### config.mk
export PLATFORM = sky130hd
export DESIGN_NAME = iurt_dwn_fifo
export DESIGN_NICKNAME = d
export VERILOG_FILES = /design/src/rtl/iurt_dwn_fifo.sv
export SDC_FILE = /design/constraint.sdc
export NUM_CORES = 1
export LEC_CHECK = 0
export ABC_CLOCK_PERIOD_IN_PS = 3900
export BUFFER_PORTS_ARGS = -buffer_cell sky130_fd_sc_hd__buf_2
export CORE_UTILIZATION = 60
export DETAILED_ROUTE_END_ITERATION = 8
export PLACE_DENSITY = 0.88
export SLEW_MARGIN = 20
export SYNTH_ARGS = -nofsm -noshare
export SYNTH_HDL_FRONTEND = slang
export SYNTH_SLANG_ARGS = --single-unit
export TNS_END_PERCENT = 50
### constraint.sdc
create_clock -name clk -period 3.9 [get_ports clk]
set_input_delay 0.39 -clock clk [delete_from_list [all_inputs] [get_ports clk]]
set_output_delay 0.39 -clock clk [all_outputs]
set_load 0.01 [all_outputs]
### src/rtl/iurt_dwn_fifo.sv
// IURT downstream byte FIFO.
// Buffers host-to-target bytes from the IPDBG hub down channel and releases
// them one at a time as single-cycle strobes toward the IURT controller.
// After each strobe a two-cycle holdoff masks the controller's registered
// ready, which is still high for one cycle after it has seen the strobe.
module iurt_dwn_fifo #(
    parameter int unsigned DEPTH_LOG2 = 4
) (
    input  logic                  clk,
    input  logic                  rst,
    input  logic                  ce,
    input  logic                  in_valid,
    input  logic [7:0]            in_data,
    output logic                  in_ready,
    output logic                  out_valid,
    output logic [7:0]            out_data,
    input  logic                  out_ready,
    output logic [DEPTH_LOG2:0]   level,
    output logic                  overflow,
    input  logic                  clr_ovf
);

    localparam int unsigned DEPTH = 1 << DEPTH_LOG2;
    localparam logic [DEPTH_LOG2:0] LEVEL_FULL = {1'b1, {DEPTH_LOG2{1'b0}}};

    // Holdoff countdown after an issue: two masked cycles, then idle.
    typedef enum logic [1:0] {
        HOLD_IDLE = 2'd0,
        HOLD_1    = 2'd1,
        HOLD_2    = 2'd2
    } hold_e;

    hold_e hold_q, hold_d;

    logic [7:0]            mem_q [DEPTH];
    logic [DEPTH_LOG2-1:0] wr_ptr_q, wr_ptr_d;
    logic [DEPTH_LOG2-1:0] rd_ptr_q, rd_ptr_d;
    logic [DEPTH_LOG2:0]   level_q, level_d;
    logic                  out_valid_q, out_valid_d;
    logic [7:0]            out_data_q, out_data_d;
    logic                  overflow_q, overflow_d;

    logic full;
    logic empty;
    logic wr_en;
    logic drop;
    logic issue;

    assign full  = (level_q == LEVEL_FULL);
    assign empty = (level_q == '0);

    // Write acceptance depends only on the level before this cycle, so a
    // same-cycle issue never frees a slot for a write into a full buffer.
    assign wr_en = ce & in_valid & ~full;
    assign drop  = ce & in_valid & full;
    assign issue = ce & ~empty & out_ready & (hold_q == HOLD_IDLE);

    // Holdoff next state: load on issue, otherwise count down toward idle.
    always_comb begin
        hold_d = hold_q;
        if (ce) begin
            if (issue) begin
                hold_d = HOLD_2;
            end else begin
                unique case (hold_q)
                    HOLD_2:  hold_d = HOLD_1;
                    HOLD_1:  hold_d = HOLD_IDLE;
                    default: hold_d = HOLD_IDLE;
                endcase
            end
        end
    end

    // Holdoff state register.
    always_ff @(posedge clk) begin
        if (!rst) begin
            hold_q <= HOLD_IDLE;
        end else begin
            hold_q <= hold_d;
        end
    end

    // Pointer, occupancy, output strobe and overflow next-state logic.
    always_comb begin
        wr_ptr_d    = wr_ptr_q;
        rd_ptr_d    = rd_ptr_q;
        level_d     = level_q;
        out_valid_d = out_valid_q;
        out_data_d  = out_data_q;
        overflow_d  = overflow_q;

        if (wr_en) begin
            wr_ptr_d = wr_ptr_q + 1'b1;
        end

        if (ce) begin
            out_valid_d = issue;
        end

        if (issue) begin
            rd_ptr_d   = rd_ptr_q + 1'b1;
            out_data_d = mem_q[rd_ptr_q];
        end

        unique case ({wr_en, issue})
            2'b10:   level_d = level_q + 1'b1;
            2'b01:   level_d = level_q - 1'b1;
            default: level_d = level_q;
        endcase

        // A drop in the same cycle as a clear leaves the flag set.
        if (drop) begin
            overflow_d = 1'b1;
        end else if (ce && clr_ovf) begin
            overflow_d = 1'b0;
        end
    end

    // Control and output registers.
    always_ff @(posedge clk) begin
        if (!rst) begin
            wr_ptr_q    <= '0;
            rd_ptr_q    <= '0;
            level_q     <= '0;
            out_valid_q <= 1'b0;
            out_data_q  <= '0;
            overflow_q  <= 1'b0;
        end else begin
            wr_ptr_q    <= wr_ptr_d;
            rd_ptr_q    <= rd_ptr_d;
            level_q     <= level_d;
            out_valid_q <= out_valid_d;
            out_data_q  <= out_data_d;
            overflow_q  <= overflow_d;
        end
    end

    // Byte storage; contents survive reset, only the pointers are cleared.
    always_ff @(posedge clk) begin
        if (rst && wr_en) begin
            mem_q[wr_ptr_q] <= in_data;
        end
    end

    assign in_ready  = ~full;
    assign out_valid = out_valid_q;
    assign out_data  = out_data_q;
    assign level     = level_q;
    assign overflow  = overflow_q;

endmodule

==> results of run 1 <==
==> sequential cells by signal, summed over array words and instances, names as in the netlist <==
signal,flops
rd_ptr_q,4
overflow,1
level,5
wr_ptr_q,4
out_data,8
mem_q,128
hold_q,2
==> power breakdown <==
part	switching, mW	internal, mW	total [mW]	leakage, nW
sequential	0.0251	1.78	1.81	1.35
clock	0.705	0.874	1.58	0.278
combinational	0.113	0.0701	0.183	0.648
==> worst max-delay path: cells and delay by family, from the launching register on <==
| family | cells | cell delay [ns] |
|---|---|---|
| AOI/OAI and AO/OA | 3 | 0.61 |
| adders and majority gates | 2 | 0.60 |
| and+or+nand+nor | 1 | 0.50 |
| muxes | 2 | 0.46 |
| DFF | 1 | 0.38 |
| buffers and inverters | 1 | 0.10 |
==> kinds of logic (layout without fill, tap and decap cells) <==
family / count (synthesis) / count (layout) / synth area share, %
AO/OA/AOI/OAI: 62 / 62 / 6.42
buffers and inverters: 26 / 67 / 1.89
AND/OR/NAND/NOR: 71 / 71 / 6.73
multiplexers: 67 / 67 / 11.3
adder cells (fa/ha/maj): 10 / 10 / 2.15
flip-flops: 152 / 152 / 70.2
XOR/XNOR: 9 / 9 / 1.28
==> worst min-delay path by stage <==
stage | from | end | slack [ns] | cells after the start
after floorplan | hold_q[0]$_SDFFE_PN0P_ | hold_q[0]$_SDFFE_PN0P_ | 0.46 | 2
after global placement | hold_q[0]$_SDFFE_PN0P_ | hold_q[0]$_SDFFE_PN0P_ | 0.47 | 2
after detailed placement | hold_q[0]$_SDFFE_PN0P_ | hold_q[0]$_SDFFE_PN0P_ | 0.50 | 2
after CTS | ce | hold_q[0]$_SDFFE_PN0P_ | 0.20 | 3
after global routing | in_data[3] | mem_q[3][3]$_DFFE_PP_ | 0.23 | 1
final | ce | hold_q[0]$_SDFFE_PN0P_ | 0.23 | 3
==> layer usage <==
metal,vias up,wire length [microns]
li1,1601,-
met1,1763,5080
met2,197,6110
met3,30,1090
met4,0,342
met5,-,0
==> stage by stage <==
stage	instances	power (mW)	setup slack [ns]	cell area, sq um	utilization, %
finish	571	3.57	1.17	6960	70.5
global route	571	3.66	0.954	6960	70.5
CTS	571	3.58	1.17	6960	70.5
detailed placement	539	2.02	1.18	6380	64.7
global placement	539	2.00	1.29	6380	64.7
floorplan	397	1.95	1.15	6160	-
==> layout by cell type (no fill, tap or decap), types with 6 or more instances in the layout <==
cell / instances
sky130_fd_sc_hd__edfxtp_1: 128
sky130_fd_sc_hd__mux2i_1: 65
sky130_fd_sc_hd__o22ai_1: 30
sky130_fd_sc_hd__buf_2: 29
sky130_fd_sc_hd__dfxtp_1: 23
sky130_fd_sc_hd__clkbuf_16: 16
sky130_fd_sc_hd__nor2_1: 14
sky130_fd_sc_hd__nand2_1: 10
sky130_fd_sc_hd__a21oi_1: 9
sky130_fd_sc_hd__and2_1: 9
sky130_fd_sc_hd__ha_1: 9
sky130_fd_sc_hd__o21ai_1: 8
sky130_fd_sc_hd__nor4_1: 7
sky130_fd_sc_hd__nand3b_1: 6
sky130_fd_sc_hd__nor2b_1: 6
sky130_fd_sc_hd__xnor2_1: 6
==> final cells by class <==
cell class / count / area, sq um / share of cell area (%)
well taps: 133 / 166 / 2.39
inverters: 5 / 18.8 / 0.270
flip-flops and latches: 152 / 4330 / 62.2
repair buffers: 30 / 153 / 2.19
clock inverters: 15 / 161 / 2.32
multi-input cells: 219 / 1720 / 24.7
clock buffers: 17 / 414 / 5.95
==> results by stage, run 1 <==
Outcome:
- The flow ran to the end, and the final reports show no timing, DRC or antenna violations.

Flow run:
- Max-cap violations in this run came to 0.

Clocking:
- CTS built an H-tree with a depth of 4.
- The total clock buffers created by CTS is 17.
- Counting every sink on the clock net gives 152.
- After clock tree synthesis, the repair step resized 0 gates.
- The later pin in the worst-skew pair is clocked with a latency of 0.53 ns.
- Hold repair after CTS inserted 0 buffers.
- CTS placed an instance of sky130_fd_sc_hd__clkbuf_8 at the clock tree root.
- The clock tree from TritonCTS is built.
- The clock passes through at most 2 buffers.
- Clock-pin slew was measured on the worst setup and hold paths at 0.06 ns.
- The post-CTS setup buffer count is 0.

Floorplan:
- The core area is 9860 sq um.
- The initial standard-cell utilization of the core is 62.4%.
- The area of the die is 10,700 sq um.
- In this run the core area contains 36 standard-cell rows.
- During I/O placement, the number of pins put on the boundary was 30.
- The die is 103 microns tall.
- The die span in x is 103 microns.

GRT:
- The first global-routing pass estimated 19,200 microns of wire.
- The via count of the first global-routing pass is 3,504.
- The number of antenna violations at the first check in global routing is 0.
- The pin count of the biggest net entering global routing is 65.
- The met3 track utilization from global routing is 7.66%.
- Global routing used 34.6% of the available met1 tracks.
- The global routing stage identified its most utilized layer as met2.
- The sum of overflow across all layers after global routing is 0.
- The global routing met2 resource utilization is 40.4%.
- The total routing usage reported by global routing is 26.4%.

Critical path:
- At the worst endpoint, the required time is 4.36 ns.
- In this run the critical register-to-register path is captured at level[4]$_SDFFE_PN0P_.
- The peak fanout along the critical path is 9.
- The sort of element at the end of the critical path is a register.
- Counting cells, the worst reg-to-reg path comes to 9.
- The critical path startpoint category is a register.
- The category of the most critical setup path is register to register.
- The setup check on the worst reg-to-reg path leaves a slack of 1.17 ns.
- The signal on the critical path passes through nor4_2 > a21oi_2 > inv_1 > ha_1 > ha_1 > a21o_1 > a21oi_1 > mux2i_1 > mux2i_1.
- In this design, the stage delay of the slowest critical-path cell is 0.50 ns.
- The cell with the largest stage delay on the worst path is sky130_fd_sc_hd__nor4_2.
- The worst reg2reg path startpoint is level[0]$_SDFFE_PN0P_.
- The worst path arrival time is 3.19 ns.
- The most critical setup path has its startpoint at level[0]$_SDFFE_PN0P_.
- The end of the critical path is level[4]$_SDFFE_PN0P_.

Yosys:
- The most area-hungry cell type in the Yosys netlist is sky130_fd_sc_hd__edfxtp_1.
- The cell with the most instances after synthesis is sky130_fd_sc_hd__edfxtp_1.
- The number of enable flip-flop cells after synthesis is 128.
- The number of instances in the synthesized netlist is 397.
- The Yosys step of the flow raised 0 warnings.
- The mapped netlist covers 6160 sq um.
- The share of the synthesized area in the top cell type is 62.4%.
- The leading register cell type out of synthesis is sky130_fd_sc_hd__edfxtp_1.
- Ranked by instance count, the synthesized netlist is headed by 128 x sky130_fd_sc_hd__edfxtp_1, 65 x sky130_fd_sc_hd__mux2i_1, 30 x sky130_fd_sc_hd__o22ai_1.
- Summing the sequential cell areas from Yosys gives 70.2% of the chip area.
- The post-synth net total is 421.
- Of all flip-flops after synthesis, the portion carrying an async set or reset was 0%.
- The number of register bits inferred by synthesis is 152.
- Yosys mapped the design onto 41 distinct sky130hd cell types.
- In the post-synthesis netlist, the biggest area contributors are sky130_fd_sc_hd__edfxtp_1 62%, sky130_fd_sc_hd__mux2i_1 11%, sky130_fd_sc_hd__dfxtp_1 7.8%.
- A synthesized cell averages 15.5 sq um.

Routing:
- Dividing the detail-routed wire length by the instance count gives 22.1 microns.
- Once detail routing completed, the nets flagged for antenna violations numbered 0.
- The iteration-0 DRC count of the detailed router is 346.
- The length of the first detailed-routing pass in iterations is 6.
- Summed over all layers, the routed wires come to 12,600 microns.
- The number of vias after detailed routing is 3,591.
- Dividing the detail-routed via count by the number of cells gives 6.29.
- After detailed routing, the number of remaining DRC violations is 0.

STA:
- For this run, the top clock speed supported by timing is 366 MHz.
- The number of endpoints with negative hold slack in the final report is 0.
- The worst hold slack across all endpoints is 0.234 ns.
- The setup TNS is 0 ns.
- Setup violations remaining at the end of the flow were counted as 0.
- Setup repair after global routing left no endpoint under its margin.
- After layout, the worst path uses 70.0% of the clock period.
- Measured against its own limit, the worst slew margin works out to 25.6%.
- The final clock skew is 0.0114 ns.
- The number of slew-limit violations in the final report is 0.
- The transition time at the pin with the least slew margin is 1.12 ns.
- Subtracting the final worst setup slack from the clock period gives 2.73 ns.

Min path:
- The worst min-delay path class is input port to register.

Final layout:
- The number of filler cells placed in the layout is 598.
- The number of diodes added for antenna fixing is 0.
- The number of nets in the finished design is 449.
- Compared with the post-synthesis result, the final layout area differs by 13.0%.
- Of the cells placed in the final design, the portion with a size suffix greater than 1 is 16.0%.

Placed design:
- Input and output buffers added on the ports amount to 29.
- The post-detailed-placement half-perimeter wirelength is 7510 microns.
- The congestion estimate from routability-driven global placement came to 0.803.

Pwr:
- In this run the power density over the cells is 513 nW/um^2.
- IR analysis of the VDD net gives a maximum drop of 0.343 mV.
- Summed over all cells, the static leakage comes to 2.27 nW.
Power figures use the tool's default switching activity.
==> inputs of run 2 (changes only) <==
--- a/config.mk
+++ b/config.mk
@@ -5,11 +5,11 @@
 export SDC_FILE = /design/constraint.sdc
 export NUM_CORES = 1
 export LEC_CHECK = 0
-export ABC_CLOCK_PERIOD_IN_PS = 3900
+export ABC_CLOCK_PERIOD_IN_PS = 2300
 export BUFFER_PORTS_ARGS = -buffer_cell sky130_fd_sc_hd__buf_2
-export CORE_UTILIZATION = 60
+export CORE_UTILIZATION = 55
 export DETAILED_ROUTE_END_ITERATION = 8
-export PLACE_DENSITY = 0.88
+export PLACE_DENSITY = 0.86
 export SLEW_MARGIN = 20
 export SYNTH_ARGS = -nofsm -noshare
 export SYNTH_HDL_FRONTEND = slang
==> constraint.sdc (replaced) <==
create_clock -name clk -period 2.3 [get_ports clk]
set_input_delay 0.23 -clock clk [delete_from_list [all_inputs] [get_ports clk]]
set_output_delay 0.23 -clock clk [all_outputs]
set_load 0.01 [all_outputs]
==> results by stage, run 2 (same netlist as run 1, synthesis figures left out) <==
GRT:
- The first global-routing pass estimated 20,200 microns of wire.
- For this run the aggregate overflow at the end of global routing stands at 0.
- The number of antenna violations at the first check in global routing came to 0.
- The pin count of the biggest net entering global routing is 35.
- The via count of the first global-routing pass was 3,655.
- The total routing usage reported by global routing is 25.0%.

Placed design:
- The pre-CTS worst setup slack is -0.0280 ns.
- After legalization and detailed placement, the total HPWL measured 8470 microns.
- The number of placed instances, taps included is 556.
- The placed instances occupy a cell area of 6520 sq um.
- The congestion estimate from routability-driven global placement came to 0.831.
- The port buffer count is 29.

Clocking:
- The clock insertion delay at the later pin of the skew report is 0.53 ns.
- The total clock buffers created by CTS is 17.
- No sink is reached through more buffers than the 2 on the longest clock path.
- The clock transition time at the flip-flop clock pins of the worst setup and hold paths is 0.06 ns.
- The number of hold buffers added after CTS was 0.
- TritonCTS built the clock tree.
- The clock tree synthesis step divided the H-tree into 4 levels.
- The cell at the root of the clock tree is sky130_fd_sc_hd__clkbuf_8.
- The number of clock sinks is 152.

Final layout:
- The number of filler cells placed in the layout is 656.
- Leaving out fill and tap cells, the most frequent cells in the layout are 128 x sky130_fd_sc_hd__edfxtp_1, 65 x sky130_fd_sc_hd__mux2i_1, 30 x sky130_fd_sc_hd__o22ai_1.
- The synthesis-to-layout area growth is 16.6%.
- The fraction of final layout cells sized beyond drive strength 1 is 20.4%.
- The number of antenna diodes in the final layout is 0.
- The number of nets in the finished design is 463.
- The multi-input logic area is 1770 sq um.
- The most frequent standard cell in the layout excluding fill and tap cells is sky130_fd_sc_hd__edfxtp_1.
- Measured on the finished design, the core utilization comes to 65.9%.
- The finished cells cover 7180 sq um.
- mem_q holds more flip-flops than any other register.
- The register with the most flip-flops in the layout has 128 of them.
- The sequential cells in the finished layout cover a total of 4340 sq um.
- The number of cells in the finished layout apart from fillers is 592.

STA:
- The number of slew-limit violations in the final report was 0.
- Setup violations remaining at the end of the flow were counted as 0.
- Setup repair after global routing could not meet its margin everywhere.
- The highest clock frequency the design can meet is 442 MHz.
- The minimum clock period is 2.26 ns.
- The number of endpoints with negative hold slack in the final report is 0.
- Setup slack on the critical path of the routed design comes to 0.0393 ns.
- The final clock skew is 0.00900 ns.
- The worst slew slack as a fraction of its limit is 39.9%.
- The ratio of final minimum period to clock period is 98.3%.
- The transition time at the pin with the least slew margin is 0.900 ns.

Pwr:
- The power per unit of standard cell area is 871 nW/um^2.
- Sequential cells account for 48.9% of the total power.
- The internal portion of the total power is 4.93 mW.
- The switching part of the total is 21.1%.
- The maximum VDD drop is 0.662 mV.
- The reported leakage power is 2.36 nW.
- In this run the power spent charging and discharging nets is 1.32 mW.
- The portion of total power attributed to the clock network is 44.8%.
- The share of power burned in combinational logic is 6.3%.
- The total power of the final layout is 6.25 mW.

Routing:
- Dividing the detail-routed wire length by the instance count gives 22.6 microns.
- The number of vias after detailed routing is 3,628.
- The count of unresolved DRC violations after routing is 0.
- In this run, the number of DRC markers left after iteration 0 of detailed routing was 378.
- The detail-routed via count per cell is 6.13.
- The length of the first detailed-routing pass in iterations is 5.
- In this run the remaining antenna-violating nets after routing total 0.
- Summed over all layers, the routed wires come to 13,400 microns.

Floorplan:
- The number of standard-cell rows in the floorplan is 38.
- The core region is 10,900 sq um.
- The area of the die is 11,600 sq um.
- The die height is 108 microns.
- The I/O pin count is 30.
- For this configuration, the core starts out at a cell density of 56.6%.
- Measured along the x axis, the die boundary spans 108 microns.

Outcome:
- The run finished with clean final reports.

Min path:
- Along the worst hold path, the cell count comes to 1.
- The tightest min-delay check is of the input port to register type.
- The startpoint identified for the worst hold timing path is in_data[1].
- The path with the worst hold slack has its endpoint at mem_q[0][1]$_DFFE_PP_.

Critical path:
- Along the worst path, the maximum fanout reaches 5.
- For the worst setup path, the data required time is 2.75 ns.
- Counting cells, the worst reg-to-reg path comes to 9.
- The setup check on the worst reg-to-reg path leaves a slack of 0.04 ns.
- The critical path startpoint category is a register.
- The category of the most critical setup path is register to register.
- The worst path arrival time is 2.71 ns.
- STA classifies the critical path endpoint as a register.
- The worst register-to-register path ends at level[4]$_SDFFE_PN0P_.
- The worst reg2reg path startpoint is level[1]$_SDFFE_PN0P_.

Flow run:
- The number of max-cap violations is 0.
## run 2: critical path, cell delays in order (launching register included)
cell and delay (ns):
sky130_fd_sc_hd__dfxtp_4 0.37, sky130_fd_sc_hd__nor4_4 0.23, sky130_fd_sc_hd__buf_4 0.19, sky130_fd_sc_hd__a21boi_4 0.07
sky130_fd_sc_hd__ha_4 0.19, sky130_fd_sc_hd__fa_2 0.35, sky130_fd_sc_hd__a21o_1 0.18, sky130_fd_sc_hd__a21oi_2 0.14
sky130_fd_sc_hd__mux2i_1 0.26, sky130_fd_sc_hd__mux2i_1 0.21
## run 2: worst max-delay path by stage
| stage | start | slack [ns] | end |
|---|---|---|---|
| floorplan | level[3]$_SDFFE_PN0P_ | -0.08 | level[4]$_SDFFE_PN0P_ |
| global placement | level[3]$_SDFFE_PN0P_ | 0.11 | level[4]$_SDFFE_PN0P_ |
| detailed placement | level[3]$_SDFFE_PN0P_ | -0.03 | level[4]$_SDFFE_PN0P_ |
| CTS | level[1]$_SDFFE_PN0P_ | 0.01 | level[4]$_SDFFE_PN0P_ |
| global route | level[1]$_SDFFE_PN0P_ | -0.05 | level[4]$_SDFFE_PN0P_ |
| finish | level[1]$_SDFFE_PN0P_ | 0.04 | level[4]$_SDFFE_PN0P_ |
## run 2: power groups by stage
stage | Combinational [mW] | Clock (mW) | Sequential [mW]
final | 0.395 | 2.80 | 3.06
after CTS | 0.367 | 2.81 | 3.06
after floorplan | 0.197 | 0 | 3.12
after global routing | 0.423 | 2.92 | 3.06
after global placement | 0.327 | 0 | 3.11
after detailed placement | 0.349 | 0 | 3.11
## run 2: timing repair
item,in CTS,in global routing
gates resized for setup,0,5
cloned,0,0
pin swaps,1,2
buffers inserted,1,3
setup endpoints to repair,1,1
## run 2: per-stage QoR
stage / setup TNS [ns] / hold WS, ns
after detailed placement: -0.0280 / 0.496
after CTS: 0 / 0.0631
final: 0 / 0.0827
after floorplan: -0.0832 / 0.329
after global routing: -0.0482 / 0.0787
after global placement: 0 / 0.472
## run 2: layout make-up
cell class	count	area share, %
clock buffers	22	6.45
repair buffers	44	3.77
inverters	5	0.279
clock inverters	10	2.00
well taps	140	2.44
flip-flops and latches	152	60.4
multi-input cells	219	24.6
## run 2: metal layers
metal / routed length (microns) / share of wire, % / track usage, % / vias to the layer above
met5: 0 / 0 / 0 / -
li1: - / - / - / 1622
met3: 882 / 6.6 / 5.75 / 39
met4: 450 / 3.4 / 11.7 / 0
met2: 6900 / 52 / 42.1 / 175
met1: 5140 / 38 / 30.4 / 1792
==> inputs of run 3 (changes only) <==
--- a/config.mk
+++ b/config.mk
@@ -7,9 +7,10 @@
 export LEC_CHECK = 0
 export ABC_CLOCK_PERIOD_IN_PS = 2300
 export BUFFER_PORTS_ARGS = -buffer_cell sky130_fd_sc_hd__buf_2
-export CORE_UTILIZATION = 55
+export CORE_UTILIZATION = 57
+export CTS_BUF_LIST = sky130_fd_sc_hd__clkbuf_4
 export DETAILED_ROUTE_END_ITERATION = 8
-export PLACE_DENSITY = 0.86
+export PLACE_DENSITY = 0.88
 export SLEW_MARGIN = 20
 export SYNTH_ARGS = -nofsm -noshare
 export SYNTH_HDL_FRONTEND = slang
==> results by stage, run 3 (same netlist as run 1, synthesis figures left out) <==
Pwr:
- In this run the static leakage power is 2.24 nW.
- In this run the power density over the cells is 726 nW/um^2.
- The maximum VDD drop is 0.539 mV.

Floorplan:
- The I/O pin count is 30.
- The number of standard-cell rows in the floorplan is 37.
- In this run the horizontal extent of the chip is 106 microns.
- The die height is 106 microns.
- Once the floorplan was initialized, standard cells occupied 59.1% of the core.
- The floorplan step defined a die boundary enclosing 11,200 sq um.
- The region available for standard cell placement spans 10,400 sq um.

Clocking:
- The cell sitting at the root of the clock tree is a sky130_fd_sc_hd__clkbuf_4.
- Counting along the longest clock path gives a buffer depth of 2.
- CTS saw 152 sinks.
- The clock tree synthesis step divided the H-tree into 4 levels.
- The total clock buffers created by CTS is 17.
- The clock insertion delay at the later pin of the skew report is 0.55 ns.
- TritonCTS built the clock tree.
- The clock transition time at the flip-flop clock pins of the worst setup and hold paths is 0.13 ns.

Final layout:
- The final layout contains 469 nets.
- Ranked by flip-flop count, first place goes to mem_q.
- In the layout the commonest cells are 128 x sky130_fd_sc_hd__edfxtp_1, 65 x sky130_fd_sc_hd__mux2i_1, 30 x sky130_fd_sc_hd__o22ai_1.
- The register with the most flip-flops in the layout has 128 of them.
- The number of cells in the finished layout apart from fillers is 595.
- The most frequent standard cell in the layout excluding fill and tap cells is sky130_fd_sc_hd__edfxtp_1.
- The synthesis-to-layout area growth is 12.0%.
- The fraction of final layout cells sized beyond drive strength 1 is 21.0%.

STA:
- The number of slew-limit violations in the final report was 0.
- In this run the tightest slew margin relative to its limit is 45.0%.
- For the pin with the worst max-slew slack, the measured transition is 0.823 ns.
- Setup repair after global routing could not meet its margin everywhere.
- The number of endpoints with negative hold slack in the final report was 0.
- The final setup violation count is 0.
- The ratio of final minimum period to clock period is 100%.
- Timing would allow up to 435 MHz.
- The worst hold slack across all endpoints is 0.0674 ns.
- The final clock skew is 0.0206 ns.
- The worst path needs 2.30 ns of the cycle, external delays included.

GRT:
- The number of antenna violations at the first check in global routing came to 1.
- For this run the aggregate overflow at the end of global routing stands at 0.
- Entering global routing, the biggest net connects 29 pins.
- Across every metal layer, demand over resource in global routing totals 23.9%.
- The first global-routing pass estimated 19,100 microns of wire.
- The via count of the first global-routing pass is 3,555.

Critical path:
- The largest delay contributor family on the critical path is adder cells.
- Data arrives at the worst endpoint at 2.77 ns.
- In this run the worst path has a maximum fanout of 6.
- The critical path contains buffers and inverters numbering 0 combined.
- The cell with the largest stage delay on the worst path is sky130_fd_sc_hd__dfxtp_4.
- Data on the critical path is required at its endpoint by 2.77 ns.
- On the worst path, the slowest cell contributes a delay of 0.39 ns.
- The worst setup path is of the register to register kind.
- The sort of element at the end of the critical path is a register.
- Walking the worst path, the cells encountered are nor4_4 > a21boi_2 > ha_4 > fa_2 > a21o_1 > a21oi_2 > mux2i_1 > mux2i_1.
- STA classifies the critical path startpoint as a register.
- The cell that appears most often on the critical path is sky130_fd_sc_hd__mux2i_1.

Min path:
- The path class of the tightest hold or removal check is input port to register.

Placed design:
- Including well taps, the total number of placed cells is 554.
- Detailed placement finished with a half-perimeter wire length of 8240 microns.
- The final weighted congestion in routability-driven placement is 0.851.
- Port buffering added 29 buffers.

Routing:
- The number of nets still failing antenna checks after routing is 0.
- The routed layout has 3,625 vias.
- The first detailed-routing pass took 5 iterations.
- The count of unresolved DRC violations after routing is 0.
- In the final routed layout, each cell accounts on average for 21.3 microns.
- In this run, the number of DRC markers left after iteration 0 of detailed routing was 397.
- The final wirelength is 12,700 microns.
- The detail-routed via count per cell is 6.09.

Outcome:
- The run finished with clean final reports.

Flow run:
- The number of max-cap violations is 0.
run 3: changes by cell type in the layout (fill, tap and decap cells not counted), moves of 2 or more:
cell / before / now
sky130_fd_sc_hd__inv_6: 1 / 4
sky130_fd_sc_hd__clkbuf_4: 0 / 17
sky130_fd_sc_hd__clkbuf_16: 16 / 0
sky130_fd_sc_hd__buf_4: 14 / 19
sky130_fd_sc_hd__clkinv_1: 0 / 4
sky130_fd_sc_hd__clkbuf_8: 4 / 0
sky130_fd_sc_hd__clkbuf_1: 2 / 0
run 3: path summary, 6_finish.rpt:
check                           slack [ns]                    from                     end  cells past startpoint
worst max-delay path                 0.001   level[3]$_SDFFE_PN0P_   level[4]$_SDFFE_PN0P_                      8
worst min register to register        0.50  hold_q[0]$_SDFFE_PN0P_  hold_q[0]$_SDFFE_PN0P_                      2
worst min-delay path                  0.07              in_data[1]   mem_q[2][1]$_DFFE_PP_                      1
worst max register to register       0.001   level[3]$_SDFFE_PN0P_   level[4]$_SDFFE_PN0P_                      8
run 3: final cells by class:
class / instances / area (sq um)
clock inverters: 15 / 150
diodes: 1 / 2.50
clock buffers: 17 / 128
fillers: 676 / 3520
repair buffers: 50 / 318
inverters: 5 / 20.0
flip-flops and latches: 152 / 4340
well taps: 136 / 170
multi-input cells: 219 / 1770
run 3: stage by stage:
step / instance area [sq um] / util (%) / setup TNS, ns / total power, mW / setup WS [ns]
after floorplan: 6200 / - / -0.0832 / 3.32 / -0.0832
after global placement: 6530 / 62.7 / 0 / 3.44 / 0.0988
after detailed placement: 6530 / 62.7 / 0 / 3.46 / 0.0113
after CTS: 6820 / 65.5 / 0 / 4.99 / 0.0290
after global routing: 6900 / 66.2 / -0.115 / 5.16 / -0.0927
final: 6900 / 66.2 / 0 / 5.01 / 0.00103
run 3: layer usage:
layer	vias to the layer above	share of wire [%]	global-route usage, %
li1	1640	-	-
met1	1765	39	31.1
met2	184	49	37.5
met3	36	8.1	5.95
met4	0	3.4	12.2
met5	-	0	0
run 3: report_power, final:
group | leakage [nW] | internal (mW) | switching, mW | total (mW)
Sequential | 1.35 | 3.02 | 0.0359 | 3.05
Combinational | 0.752 | 0.170 | 0.219 | 0.390
Clock | 0.140 | 0.646 | 0.922 | 1.57
Total | 2.24 | 3.83 | 1.18 | 5.01
run 3: timing repair:
action	4_1_cts	5_1_grt
setup buffers	1	6
resized for setup	0	5
endpoints found under the setup margin	1	1
pin swaps	1	6
endpoints found under the hold margin	1	0
hold buffers	1	0
